--- src/rtl/mem_stage.sv ---
// RV32I memory-access stage: drives the data-memory handshake, aligns stores, extends loads
// and registers the MEM/WB fields. Stalls upstream while a request or response is outstanding.
module mem_stage #(
  parameter int unsigned TIMEOUT_CYCLES = 16
) (
  input  logic        clk,
  input  logic        reset,
  input  logic        valid_m,
  input  logic        flush_m,
  input  logic        MemRead_m,
  input  logic        MemWrite_m,
  input  logic [2:0]  funct3_m,
  input  logic        RegWrite_m,
  input  logic [1:0]  ResultSrc_m,
  input  logic [4:0]  Rd_m,
  input  logic [31:0] ALUResult_m,
  input  logic [31:0] WriteData_m,
  input  logic [31:0] PCPlus4_m,
  input  logic [31:0] ImmExt_m,
  output logic        dmem_req,
  output logic        dmem_we,
  output logic [31:0] dmem_addr,
  output logic [3:0]  dmem_be,
  output logic [31:0] dmem_wdata,
  input  logic        dmem_ready,
  input  logic        dmem_rvalid,
  input  logic [31:0] dmem_rdata,
  output logic        mem_stall,
  output logic        misaligned,
  output logic        bus_error,
  output logic        RegWrite_w,
  output logic [1:0]  ResultSrc_w,
  output logic [4:0]  Rd_w,
  output logic [31:0] ALUResult_w,
  output logic [31:0] load_data_w,
  output logic [31:0] PCPlus4_w,
  output logic [31:0] ImmExt_w
);

  localparam int unsigned CntW = $clog2(TIMEOUT_CYCLES + 1);

  typedef enum logic [1:0] {StIdle, StWaitResp, StDrain} state_e;

  state_e          state_q, state_d;
  logic [CntW-1:0] cnt_q, cnt_d;
  logic            mis_q, mis_d, berr_q, berr_d;
  logic            rw_q, rw_d;
  logic [1:0]      rs_q, rs_d;
  logic [4:0]      rd_q, rd_d;
  logic [31:0]     alu_q, alu_d, ld_q, ld_d, pc4_q, pc4_d, imm_q, imm_d;

  logic        mem_op, fresh, live, addr_mis, timeout;
  logic        req, stall, retire, ld_sel;
  logic [1:0]  lane, size;
  logic [3:0]  be_raw;
  logic [31:0] wdata_raw, shifted, load_ext;

  assign mem_op   = MemRead_m | MemWrite_m;
  assign fresh    = valid_m & ~flush_m;
  assign live     = fresh & (state_q == StIdle);
  assign lane     = ALUResult_m[1:0];
  assign size     = funct3_m[1:0];
  assign addr_mis = ((size == 2'b01) & lane[0]) | (size[1] & (|lane));
  assign timeout  = (cnt_q == CntW'(TIMEOUT_CYCLES - 1));

  always_comb begin
    be_raw    = 4'hF;
    wdata_raw = WriteData_m;
    case (size)
      2'b00: begin
        be_raw    = 4'b0001 << lane;
        wdata_raw = {4{WriteData_m[7:0]}};
      end
      2'b01: begin
        be_raw    = 4'b0011 << lane;
        wdata_raw = {2{WriteData_m[15:0]}};
      end
      default: ;
    endcase
  end

  assign shifted = dmem_rdata >> {lane, 3'b000};

  always_comb begin
    case (funct3_m)
      3'b000:  load_ext = {{24{shifted[7]}}, shifted[7:0]};
      3'b001:  load_ext = {{16{shifted[15]}}, shifted[15:0]};
      3'b100:  load_ext = {24'h0, shifted[7:0]};
      3'b101:  load_ext = {16'h0, shifted[15:0]};
      default: load_ext = dmem_rdata;
    endcase
  end

  always_comb begin
    state_d = state_q;
    cnt_d   = cnt_q;
    req     = 1'b0;
    stall   = 1'b0;
    retire  = 1'b0;
    ld_sel  = 1'b0;
    mis_d   = 1'b0;
    berr_d  = 1'b0;
    unique case (state_q)
      StIdle: begin
        if (live) begin
          if (!mem_op) begin
            retire = 1'b1;
          end else if (addr_mis) begin
            mis_d = 1'b1;
          end else begin
            req = 1'b1;
            if (MemWrite_m) begin
              retire = dmem_ready;
              stall  = ~dmem_ready;
            end else begin
              stall = 1'b1;
              if (dmem_ready) begin
                state_d = StWaitResp;
                cnt_d   = '0;
              end
            end
          end
        end
      end
      StWaitResp: begin
        if (dmem_rvalid) begin
          state_d = StIdle;
          retire  = fresh;
          ld_sel  = fresh;
        end else if (timeout) begin
          state_d = StIdle;
          berr_d  = ~flush_m;
          stall   = ~flush_m;
        end else begin
          cnt_d = cnt_q + 1'b1;
          // A flushed load still owes a response; DRAIN swallows it.
          if (flush_m) state_d = StDrain;
          else         stall   = 1'b1;
        end
      end
      StDrain: begin
        if (dmem_rvalid || timeout) state_d = StIdle;
        else                        cnt_d   = cnt_q + 1'b1;
        if (fresh) begin
          stall  = mem_op;
          retire = ~mem_op;
        end
      end
      default: state_d = StIdle;
    endcase
  end

  assign rw_d  = retire & RegWrite_m;
  assign rs_d  = retire ? ResultSrc_m : 2'b00;
  assign rd_d  = retire ? Rd_m : 5'd0;
  assign alu_d = retire ? ALUResult_m : 32'h0;
  assign pc4_d = retire ? PCPlus4_m : 32'h0;
  assign imm_d = retire ? ImmExt_m : 32'h0;
  assign ld_d  = ld_sel ? load_ext : 32'h0;

  always_ff @(posedge clk or posedge reset) begin
    if (reset) begin
      state_q <= StIdle;
      cnt_q   <= '0;
      mis_q   <= 1'b0;
      berr_q  <= 1'b0;
      rw_q    <= 1'b0;
      rs_q    <= 2'b00;
      rd_q    <= 5'd0;
      alu_q   <= 32'h0;
      ld_q    <= 32'h0;
      pc4_q   <= 32'h0;
      imm_q   <= 32'h0;
    end else begin
      state_q <= state_d;
      cnt_q   <= cnt_d;
      mis_q   <= mis_d;
      berr_q  <= berr_d;
      rw_q    <= rw_d;
      rs_q    <= rs_d;
      rd_q    <= rd_d;
      alu_q   <= alu_d;
      ld_q    <= ld_d;
      pc4_q   <= pc4_d;
      imm_q   <= imm_d;
    end
  end

  // Combinational outputs are forced quiet while reset is held.
  assign dmem_req   = req & ~reset;
  assign mem_stall  = stall & ~reset;
  assign dmem_we    = dmem_req & MemWrite_m;
  assign dmem_addr  = dmem_req ? {ALUResult_m[31:2], 2'b00} : 32'h0;
  assign dmem_be    = dmem_req ? be_raw : 4'h0;
  assign dmem_wdata = dmem_req ? wdata_raw : 32'h0;

  assign misaligned  = mis_q;
  assign bus_error   = berr_q;
  assign RegWrite_w  = rw_q;
  assign ResultSrc_w = rs_q;
  assign Rd_w        = rd_q;
  assign ALUResult_w = alu_q;
  assign load_data_w = ld_q;
  assign PCPlus4_w   = pc4_q;
  assign ImmExt_w    = imm_q;

endmodule

--- config.mk ---
export PLATFORM = sky130hd
export DESIGN_NAME = mem_stage
export DESIGN_NICKNAME = d
export VERILOG_FILES = /design/src/rtl/mem_stage.sv
export SDC_FILE = /design/constraint.sdc
export NUM_CORES = 1
export LEC_CHECK = 0
export BUFFER_PORTS_ARGS = -buffer_cell sky130_fd_sc_hd__buf_4
export CORE_AREA = 2 2 151 153
export DETAILED_ROUTE_END_ITERATION = 12
export DIE_AREA = 0 0 153 155
export PLACE_DENSITY_LB_ADDON = 0.15
export SKIP_CTS_REPAIR_TIMING = 1
export SLEW_MARGIN = 20
export SYNTH_ARGS = -nofsm -noshare
export SYNTH_HDL_FRONTEND = slang
export SYNTH_SLANG_ARGS = --single-unit
export TNS_END_PERCENT = 20
--- constraint.sdc ---
create_clock -name clk -period 4.34 [get_ports clk]
set_input_delay 0.434 -clock clk [delete_from_list [all_inputs] [get_ports clk]]
set_output_delay 0.434 -clock clk [all_outputs]
set_load 0.01 [all_outputs]
# ---- Word level (Yosys, flattened, before mapping)
# Cells that the tools add are included.
dict set report classes {
  n_addsub 1
  eq_ne 17
  n_shift 3
  mux 59
  bitwise 14
  reduce_logical 8
}
# op count
set op_table {}
lappend op_table {{$mux W32} 6}
lappend op_table {{$pmux W32 S4} 1}
lappend op_table {{$pmux W32 S2} 1}
lappend op_table {{$mux W5} 9}
lappend op_table {{$shr A32 B5 Y16} 1}
lappend op_table {{$mux W1} 26}
lappend op_table {{$mux W2} 10}
lappend op_table {{$ne A2 B2 Y1 const B} 9}
lappend op_table {{$pmux W5 S3} 1}
lappend op_table {{$reduce_and A9 Y1} 1}
lappend op_table {{$and A1 B1 Y1} 8}
lappend op_table {{$pmux W4 S2} 1}
lappend op_table {{$reduce_and A7 Y1} 1}
lappend op_table {{$eq A3 B3 Y1 const B} 2}
lappend op_table {{$pmux W1 S3} 2}
lappend op_table {{$pmux W2 S3} 1}
lappend op_table {{$add A5 B1 Y5 const B} 1}
lappend op_table {{$eq A5 B4 Y1 const B} 1}
lappend op_table {{$eq A2 B1 Y1 const B} 2}
lappend op_table {{$logic_not A2 Y1} 2}
lappend op_table {{$mux W4} 1}
lappend op_table {{$ne A4 B4 Y1 const B} 1}
lappend op_table {{$not A1 Y1} 4}
lappend op_table {{$shl A1 B2 Y4 const A} 1}
lappend op_table {{other kinds (8)} 9}
dict set report word_totals {
  ff_bits 145
  in_bits 179
  out_inout_bits 209
  elab_cells 113
}

# ---- Longest topological paths before layout
# Gate-level depths: netlist of run 1.
dict set report logic_depth {
  depth_word 9
  ltp_mapped 9
  mapped_depth_nobuf 7
}

# ---- Worst setup path before layout of run 1
# No wires, ideal clock.
dict set report synth_path {
  path_kind {register to output}
  startpoint {reg state_q[0]}
  endpoint {out dmem_wdata[21]}
  arrival_ns 2.070
  required_ns 3.906
  slack_ns 1.836
  stages_incl_launch_ff 9
  path_buffers 2
  path_cell_list {dfrtp_1 > inv_1 > ha_1 > inv_1 > or4b_4 > or3_1 > buf_6 > buf_2 > nor2_1}
}
dict set report synth_between {
  elab_chain_len 6
}
# element line_no
set synth_rtl {}
lappend synth_rtl {{start, declared} 44} ;# state_e state_q, state_d;
lappend synth_rtl {{start signal, assigned} 163} ;# state_q <= StIdle;
lappend synth_rtl {{start signal, assigned} 175} ;# state_q <= state_d;
lappend synth_rtl {{$logic_not A2 Y1 (*)} {60, 103}}
lappend synth_rtl {{$and A1 B1 Y1} 60} ;# assign live = fresh & (state_q == StIdle);
lappend synth_rtl {{$mux W1} 105} ;# if (live) begin
lappend synth_rtl {{$mux W1 (*)} 103} ;# unique case (state_q)
lappend synth_rtl {{$and A1 B1 Y1 (*)} 190} ;# assign dmem_req = req & ~reset;
lappend synth_rtl {{$mux W32 (*)} 195} ;# assign dmem_wdata = dmem_req ? wdata_raw : 32'h0;
lappend synth_rtl {{end, declared} 24} ;# output logic [31:0] dmem_wdata,
# Every way passes the cells marked *; elsewhere a longest branch is shown, timed or not.

# ---- Final worst setup path of run 1
dict set report layout_path {
  startpoint {reg state_q[0]}
  endpoint {out dmem_wdata[3]}
}
# The elaborated chain is that of the path after synthesis.

==> run summary, run 1 <==
Cell variety after synth: 46
Non-Filler Instances: 1,248
TritonCTS Buffers: 17
GR Util All Layers: 18.83%
CP Max Fanout: 40
Ant. Diodes: 0
fmax: 0.2753 GHz
PD cells: 373.7 nW/um^2
setup slack at placement: 1169 ps
Async S/R FF share, synth: 100.0%
I/O Buffers: 385
residual DRC count: 0
post-synthesis average cell area: 10.86 sq um
Net Sw Frac: 29.23%
combinational share of power: 19.5%
NumNets Final: 1,135
sequential power share: 40.2%
Post-synth EDFFs: 0
IO Pins: 388
CTS sink count: 145
Mapped Cells: 578
Reg2Reg Setup Slack: 1930 ps
crit path kind: reg2out
Worst-path clk slew: 70 ps
CP Data Arrival Time: 3200 ps
Worst Setup End Kind: primary output
chip height: 155 microns
worst-skew pair later-pin latency: 420 ps
share of post-route cells with drive strength above 1: 44.76%
Peak supply drop: 0.2056 mV
Required @ worst endpoint: 3910 ps
Antenna Nets Post-Route: 0
Mapped Area: 6276 sq um
slew margin rel.: 32.95%
full die area: 23,720 sq um
Top FF cell, synth: dfrtp_1
sequential fraction of the synthesis area: 57.81%
internal power: 2.633 mW
clk buf depth: 2
Pre-Repair DR Iteration Count: 4
register bit total from synthesis: 145
status: complete, no violations
Final Max Slew Viols: 0
DR vias: 5,455
core area: 22,230 sq um
number of antenna violations at the first check in global routing: 2
Avg WL per Cell: 18.23 microns
Ys Warns: 0
Setup Total Neg Slack: 0 ps
gp weighted congestion: 0.8055
placed cell count: 1,216
total wire length: 22,750 microns
fin crit period: 3632 ps
vias in the first global route: 5,489
Fin. Hold Viols: 0
Clock Skew: 9.189 ps
max-cap violation count: 0
TritonCTS clock tree: built
cell leakage power: 5.446 nW
post-DP HPWL: 17,180 microns
clock share of power: 40.2%
Hold Path Class: in2async
initial core utilization: 28.24%
die width: 153 microns
RSZ-0062 raised after global routing: no
largest net degree at the start of global routing: 105
Tcrit/Tclk final: 83.68%
GRT overflow: 0
H-tree depth reported by CTS: 4
first-pass GRT wire length: 34,180 microns
final setup violation count: 0
crit path launch type: register
Psw: 1.087 mW
root buffer cell: clkbuf_16
P&R area growth vs syn: 58.65%
Vias/cell: 4.371
slew of the pin with the lowest slew margin: 1006 ps
FP Rows: 55
Final WS setup: 708.2 ps
initial drt markers: 223
worst paths after layout:
kind,cells after the start,start,endpoint
hold / removal,2,reset,state_q[0]
hold reg to reg,2,cnt_q[4],cnt_q[4]
max in group asynchronous,3,reset,PCPlus4_w[10]
min in group clk,2,ImmExt_m[25],ImmExt_w[25]
setup reg to reg,7,state_q[0],ALUResult_w[0]
setup / recovery,8,state_q[0],dmem_wdata[3]
sequential cells by signal, indices dropped and copies added, names as in the netlist, 2 cells and up:
| name | cells |
|---|---|
| state_q | 2 |
| Rd_w | 5 |
| cnt_q | 5 |
| ALUResult_w | 32 |
| ResultSrc_w | 2 |
| ImmExt_w | 32 |
| PCPlus4_w | 32 |
| load_data_w | 32 |
metal layers:
layer  vias to the layer above  wire length [microns]  track usage, %  part of all wire [%]
met5                         -                     32               0                  0.14
met1                      2553                   9659           24.11                    42
li1                       2635                      -               -                     -
met4                         4                    444           5.776                   2.0
met2                       230                  11030           30.94                    48
met3                        33                   1586           5.543                   7.0
layout make-up:
class / instances / area [sq um]
fill: 2175 / 12270
inverter: 8 / 40.04
tap: 285 / 356.6
clock inverter: 14 / 171.4
multi-input combinational: 390 / 2419
timing repair buffer: 388 / 2913
clock buffer: 18 / 429.2
sequential: 145 / 3628
through the flow:
step	hold slack (ps)	power, mW	utilization [%]	instance area [sq um]
floorplan	474.3	1.859	-	6280
global placement	494.0	2.256	42.08	9353
detailed placement	520.9	2.259	42.08	9354
CTS	193.0	3.773	44.78	9955
global route	199.0	3.907	44.80	9957
finish	159.3	3.721	44.80	9957
cell usage in the layout (no fill, tap or decap), drive strengths merged, types with 2 or more instances in the layout:
cell type	n
ha	6
and3	2
clkinv	7
mux2i	24
inv	14
and2	150
clkbuf	18
o21a	2
nand2b	11
nand2	22
a21oi	36
dfrtp	145
o21ai	48
nor2b	2
nor2	42
a21o	16
buf	388
nand3	3
o21bai	2
conb	2
or2	2
Yosys cell counts, types with 2 or more instances:
library cell / number / area share, %
a21o_1: 16 / 1.9
a21oi_1: 36 / 2.9
and2_1: 150 / 15
and3_1: 2 / 0.20
buf_1: 2 / 0.12
buf_2: 2 / 0.16
buf_4: 4 / 0.48
buf_6: 7 / 1.3
clkbuf_1: 15 / 0.90
clkbuf_2: 6 / 0.48
dfrtp_1: 145 / 58
ha_1: 6 / 1.2
inv_1: 7 / 0.42
mux2i_1: 24 / 3.8
nand2_1: 22 / 1.3
nand2b_1: 11 / 1.1
nand3_1: 3 / 0.24
nor2_1: 42 / 2.5
nor2b_1: 2 / 0.20
o21a_1: 2 / 0.24
o21ai_0: 47 / 3.7
o21bai_1: 2 / 0.24
or2_2: 2 / 0.20
critical path, stage by stage, from the launching register on:
cell and delay, ps:
dfrtp_1 400, inv_1 110, ha_1 230, inv_1 100, or4b_4 560, or3_2 730, clkinv_4 300, and2_1 180
buf_4 120
power groups by stage:
| stage | registers, mW | clock network, mW | logic [mW] |
|---|---|---|---|
| after detailed placement | 1.52 | 0 | 0.736 |
| after global routing | 1.51 | 1.60 | 0.798 |
| after CTS | 1.50 | 1.54 | 0.739 |
| after global placement | 1.52 | 0 | 0.736 |
| after floorplan | 1.56 | 0 | 0.295 |
| final | 1.50 | 1.50 | 0.727 |
logic make-up (layout without fill, tap and decap cells):
| group | after synthesis | in the layout | synth area share (%) |
|---|---|---|---|
| AO/OA/AOI/OAI | 116 | 116 | 11.10 |
| other | 1 | 2 | 0.05975 |
| XOR/XNOR | 1 | 1 | 0.1396 |
| AND/OR/NAND/NOR | 240 | 240 | 21.55 |
| adder cells (fa/ha/maj) | 6 | 6 | 1.196 |
| multiplexers | 25 | 25 | 4.187 |
| flip-flops | 145 | 145 | 57.81 |
| buffers and inverters | 44 | 428 | 3.948 |
No activity file was read; power rests on OpenSTA's default activity.
==> run 2: changes to the inputs <==
--- a/config.mk
+++ b/config.mk
@@ -6,9 +6,9 @@
 export NUM_CORES = 1
 export LEC_CHECK = 0
 export BUFFER_PORTS_ARGS = -buffer_cell sky130_fd_sc_hd__buf_4
-export CORE_AREA = 2 2 151 153
+export CORE_AREA = 2 2 152 154
 export DETAILED_ROUTE_END_ITERATION = 12
-export DIE_AREA = 0 0 153 155
+export DIE_AREA = 0 0 154 156
 export PLACE_DENSITY_LB_ADDON = 0.15
 export SKIP_CTS_REPAIR_TIMING = 1
 export SLEW_MARGIN = 20
==> constraint.sdc (replaced) <==
create_clock -name clk -period 3.6 [get_ports clk]
set_input_delay 0.36 -clock clk [delete_from_list [all_inputs] [get_ports clk]]
set_output_delay 0.36 -clock clk [all_outputs]
set_load 0.01 [all_outputs]
==> run 2 against run 1 <==
Sequential cell count unchanged. Count of clock-buffer cells in the layout down 1. Critical endpoint is now dmem_addr[2]. Sequential power up 20%. Largest power group unchanged. Die area up 1.3%. Power rose by 19%. First-iteration DRC count increased by 18%.
==> run summary, run 2 (same netlist as run 1, synthesis figures left out) <==
fin crit period: 3361 ps
first-pass GRT wire length: 33,060 microns
I/O Buffers: 385
cell leakage power: 5.441 nW
fmax: 0.2976 GHz
max-cap violation count: 0
Worst-path clk slew: 60 ps
FF+latch area: 3628 sq um
initial drt markers: 264
FILL cells: 2,219
H-tree depth reported by CTS: 4
initial core utilization: 28.06%
Antenna Nets Post-Route: 0
DR vias: 5,499
clk buf depth: 2
GRT overflow: 0
Pre-Repair DR Iteration Count: 6
Final Max Slew Viols: 0
number of antenna violations at the first check in global routing: 0
slew of the pin with the lowest slew margin: 1012 ps
FP Rows: 55
CP Max Fanout: 40
TritonCTS Buffers: 17
vias in the first global route: 5,588
CP Data Arrival Time: 3000 ps
total wire length: 22,080 microns
gp weighted congestion: 0.8074
crit path launch type: register
Worst Setup End Kind: primary output
Clock Skew: 8.788 ps
share of post-route cells with drive strength above 1: 44.82%
largest net degree at the start of global routing: 105
core area: 22,370 sq um
max incr delay on CP: 560 ps
chip height: 156 microns
commonest non-fill, non-tap cell in the layout: buf_4
final setup violation count: 0
most frequent CP cell: inv_1
TritonCTS clock tree: built
multi-input combinational cell area: 2415 sq um
Tcrit/Tclk final: 93.35%
root buffer cell: clkbuf_16
Fin. Hold Viols: 0
PD cells: 442.5 nW/um^2
Final WS setup: 239.3 ps
Non-Filler Instances: 1,251
Peak supply drop: 0.2038 mV
Worst path slowest cell: or3_1
status: complete, no violations
most frequent cells in the layout: 390 x buf_4, 150 x and2_1, 145 x dfrtp_1
GR Util All Layers: 18.11%
setup slack at placement: 704.3 ps
RSZ-0062 raised after global routing: no
NumNets Final: 1,139
Layout Utilization: 44.60%
worst-skew pair later-pin latency: 410 ps
crit-path cells: inv_1, ha_1, inv_1, or4b_4, or3_1, clkinv_4, and2_1, buf_4
crit path kind: reg2out
Setup Total Neg Slack: 0 ps
Avg WL per Cell: 17.65 microns
full die area: 24,020 sq um
slew margin rel.: 32.53%
Ant. Diodes: 0
CTS sink count: 145
IO Pins: 388
Reg2Reg Setup Slack: 1290 ps
post-DP HPWL: 16,550 microns
Hold Path Class: in2async
Vias/cell: 4.396
die width: 154 microns
residual DRC count: 0
placed cell count: 1,220
Required @ worst endpoint: 3240 ps
P&R area growth vs syn: 58.95%
## run 2: cell count changes in the layout (fill, tap and decap cells not counted), moves of 2 or more
| cell | previous run | this run |
|---|---|---|
| buf_12 | 0 | 2 |
| inv_6 | 3 | 6 |
| clkinv_8 | 2 | 0 |
| clkinv_4 | 5 | 2 |
| clkinvlp_4 | 0 | 5 |
| inv_8 | 5 | 2 |
| buf_4 | 388 | 390 |
## run 2: final cells by class
type                       instances  share of cell area [%]
sequential                       145                   36.37
timing repair buffer             392                   29.75
multi-input combinational        390                   24.21
clock buffer                      17                   4.264
tap                              285                   3.575
clock inverter                    14                   1.442
inverter                           8                  0.3888
## run 2: stage by stage
stage          total power, mW  hold slack, ps  instance area (sq um)
3_3_place_gp             2.723           507.6                   9407
5_1_grt                  4.651           118.9                   9976
4_1_cts                  4.493           98.59                   9976
3_5_place_dp             2.727           509.1                   9407
6_report                 4.414           91.31                   9976
2_1_floorplan            2.242           430.3                   6284
## run 2: report_power, final
group	internal, mW	total, mW	switching [mW]
Combinational	0.432	0.879	0.447
Clock	0.971	1.73	0.760
Sequential	1.75	1.80	0.0501
Total	3.16	4.41	1.26
## run 2: critical path: cells and delay by family (launching register included)
kind                     cells  cell delay, ps
flip-flops                   1             400
buffers and inverters        4             630
AND/OR/NAND/NOR              3            1320
adder cells (fa/ha/maj)      1             220
## run 2: layer usage
metal	up-vias	share of wire, %	GRT usage, %	wire, microns
met5	-	0	0	0
met4	0	1.6	4.984	344
met3	23	8.1	5.833	1778
met2	236	50	31.56	11090
met1	2598	40	21.52	8858
li1	2642	-	-	-
## run 2: worst paths after layout
kind / to / start / depth (start not counted)
max: dmem_addr[2] / state_q[0] / 8
min: misaligned / reset / 2
max reg2reg: load_data_w[22] / state_q[1] / 6
min reg2reg: cnt_q[4] / cnt_q[4] / 2
max in group asynchronous: load_data_w[3] / reset / 3
min in group clk: PCPlus4_w[2] / PCPlus4_m[2] / 2
==> run 3: changes to the inputs <==
--- a/config.mk
+++ b/config.mk
@@ -5,10 +5,11 @@
 export SDC_FILE = /design/constraint.sdc
 export NUM_CORES = 1
 export LEC_CHECK = 0
-export BUFFER_PORTS_ARGS = -buffer_cell sky130_fd_sc_hd__buf_4
 export CORE_AREA = 2 2 152 154
+export CTS_CLUSTER_DIAMETER = 30
 export DETAILED_ROUTE_END_ITERATION = 12
 export DIE_AREA = 0 0 154 156
+export DONT_BUFFER_PORTS = 1
 export PLACE_DENSITY_LB_ADDON = 0.15
 export SKIP_CTS_REPAIR_TIMING = 1
 export SLEW_MARGIN = 20
==> constraint.sdc (replaced) <==
create_clock -name clk -period 4.1 [get_ports clk]
set_input_delay 0.41 -clock clk [delete_from_list [all_inputs] [get_ports clk]]
set_output_delay 0.41 -clock clk [all_outputs]
set_load 0.01 [all_outputs]
==> run 3 against run 2 <==
Routed wire length shrank 15%. Die area unchanged. Worst setup slack better by 330 ps. Design area is 29% lower. First-iteration DRC count grew 3.4%. Hold slack lost 29 ps. Clock skew grew 4.8 ps. Cell count fell by 31%. Critical path depth decreased by 1. Critical endpoint is now dmem_wdata[2].
==> run summary, run 3 (same netlist as run 1, synthesis figures left out) <==
status: complete, no violations
IO Pins: 388
FF-to-FF End: ImmExt_w[17]
slew of the pin with the lowest slew margin: 1035 ps
P&R area growth vs syn: 12.34%
final setup violation count: 0
crit path kind: reg2out
die width: 154 microns
clk buf depth: 2
PD cells: 503.0 nW/um^2
gp weighted congestion: 0.8211
root buffer cell: clkbuf_16
setup slack at placement: 818.4 ps
Fin. Hold Viols: 0
initial drt markers: 273
delay-heaviest family, CP: simple AND/OR/NAND/NOR gates
crit-path cells: inv_1, ha_1, inv_1, or4b_4, or3_2, clkinv_4, and2_1
post-DP HPWL: 13,790 microns
largest net degree at the start of global routing: 105
Setup Total Neg Slack: 0 ps
vias in the first global route: 4,184
combinational share of power: 10.2%
commonest non-fill, non-tap cell in the layout: and2_1
CP Data Arrival Time: 3120 ps
initial core utilization: 28.06%
Reg2Reg Setup Slack: 1700 ps
share of post-route cells with drive strength above 1: 7.799%
Vias/cell: 4.860
Worst path slowest cell: or3_2
core area: 22,370 sq um
r2r startpoint: state_q[0]
total wire length: 18,840 microns
DR vias: 4,194
FP Rows: 55
H-tree depth reported by CTS: 4
most frequent CP cell: inv_1
Worst-path clk slew: 70 ps
Clock Skew: 13.55 ps
Worst Setup End Kind: primary output
Final WS setup: 573.0 ps
Area after DPL: 6474 sq um
max incr delay on CP: 750 ps
Worst Reg-to-Reg Cells: 7
slew margin rel.: 30.75%
Layout Utilization: 31.52%
Final Max Slew Viols: 0
crit path from: state_q[0]
GR Util All Layers: 14.99%
Worst path depth: 7
GRT overflow: 0
sequential power share: 46.7%
Psw: 1.010 mW
Peak supply drop: 0.2039 mV
post-route cell area: 7051 sq um
Required @ worst endpoint: 3690 ps
most frequent cells in the layout: 150 x and2_1, 145 x dfrtp_1, 47 x o21ai_0
fmax: 0.2835 GHz
chip height: 156 microns
fin crit period: 3527 ps
Net Sw Frac: 28.49%
RSZ-0062 raised after global routing: no
residual DRC count: 0
worst-skew pair later-pin latency: 410 ps
I/O Buffers: 0
NumNets Final: 750
CP Max Fanout: 40
full die area: 24,020 sq um
Pre-Repair DR Iteration Count: 4
first-pass GRT wire length: 26,930 microns
TritonCTS Buffers: 17
clock share of power: 43.1%
Tcrit/Tclk final: 86.02%
Antenna Nets Post-Route: 0
CTS sink count: 145
TritonCTS clock tree: built
internal power: 2.536 mW
Avg WL per Cell: 21.83 microns
WP buf/inv: 3
crit path launch type: register
max-cap violation count: 0
cell leakage power: 3.441 nW
Hold Path Class: in2async
number of antenna violations at the first check in global routing: 1
-- run 3: cell types whose count changed in the layout (fill, tap and decap cells not counted) --
cell	before	now
inv_6	6	4
or3_2	0	1
buf_12	2	1
diode_2	0	1
inv_8	2	4
clkinv_4	2	1
clkinvlp_4	5	6
buf_4	390	2
or3_1	1	0
-- run 3: final cells by class --
class                           count  area, sq um
Sequential cell                   145         3628
Timing Repair Buffer                3        35.03
Clock inverter                     14        147.6
Inverter                            8        38.79
Clock buffer                       17        425.4
Multi-Input combinational cell    390         2416
Antenna cell                        1        2.502
Fill cell                        2238        15310
Tap cell                          285        356.6
-- run 3: worst max-delay path by stage --
stage | to | slack, ps
3_5_place_dp | dmem_wdata[7] | 820
6_report | dmem_wdata[2] | 570
4_1_cts | dmem_wdata[7] | 340
5_1_grt | dmem_addr[9] | 420
3_3_place_gp | dmem_wdata[7] | 910
2_1_floorplan | dmem_wdata[21] | 1620
-- run 3: per-layer routing --
layer / vias to the layer above / GRT usage (%) / wire (microns)
li1: 1860 / - / -
met1: 2058 / 17.95 / 7510
met3: 21 / 5.111 / 1574
met4: 0 / 4.539 / 273
met5: - / 0 / 0
met2: 255 / 25.54 / 9484
-- run 3: worst register-to-register path, delay by kind of cell (launching register included) --
family | cells | cell delay, ps
buf+inv | 2 | 720
compound gates | 1 | 300
simple gates | 3 | 670
fa+ha+maj | 1 | 220
flops | 1 | 400
-- run 3: power by group through the flow --
stage,sequential [mW],clock [mW],combinational (mW)
after floorplan,1.66,0,0.313
after global placement,1.69,0,0.359
after detailed placement,1.68,0,0.366
after CTS,1.66,1.59,0.368
after global routing,1.67,1.65,0.412
final,1.66,1.53,0.363
-- run 3: through the flow --
stage / power [mW] / std cells / hold WS [ps]
floorplan: 1.969 / 579 / 474.3
CTS: 3.619 / 862 / 38.93
finish: 3.547 / 863 / 62.51
global placement: 2.045 / 831 / 493.3
global route: 3.729 / 863 / 37.57
detailed placement: 2.050 / 831 / 488.5
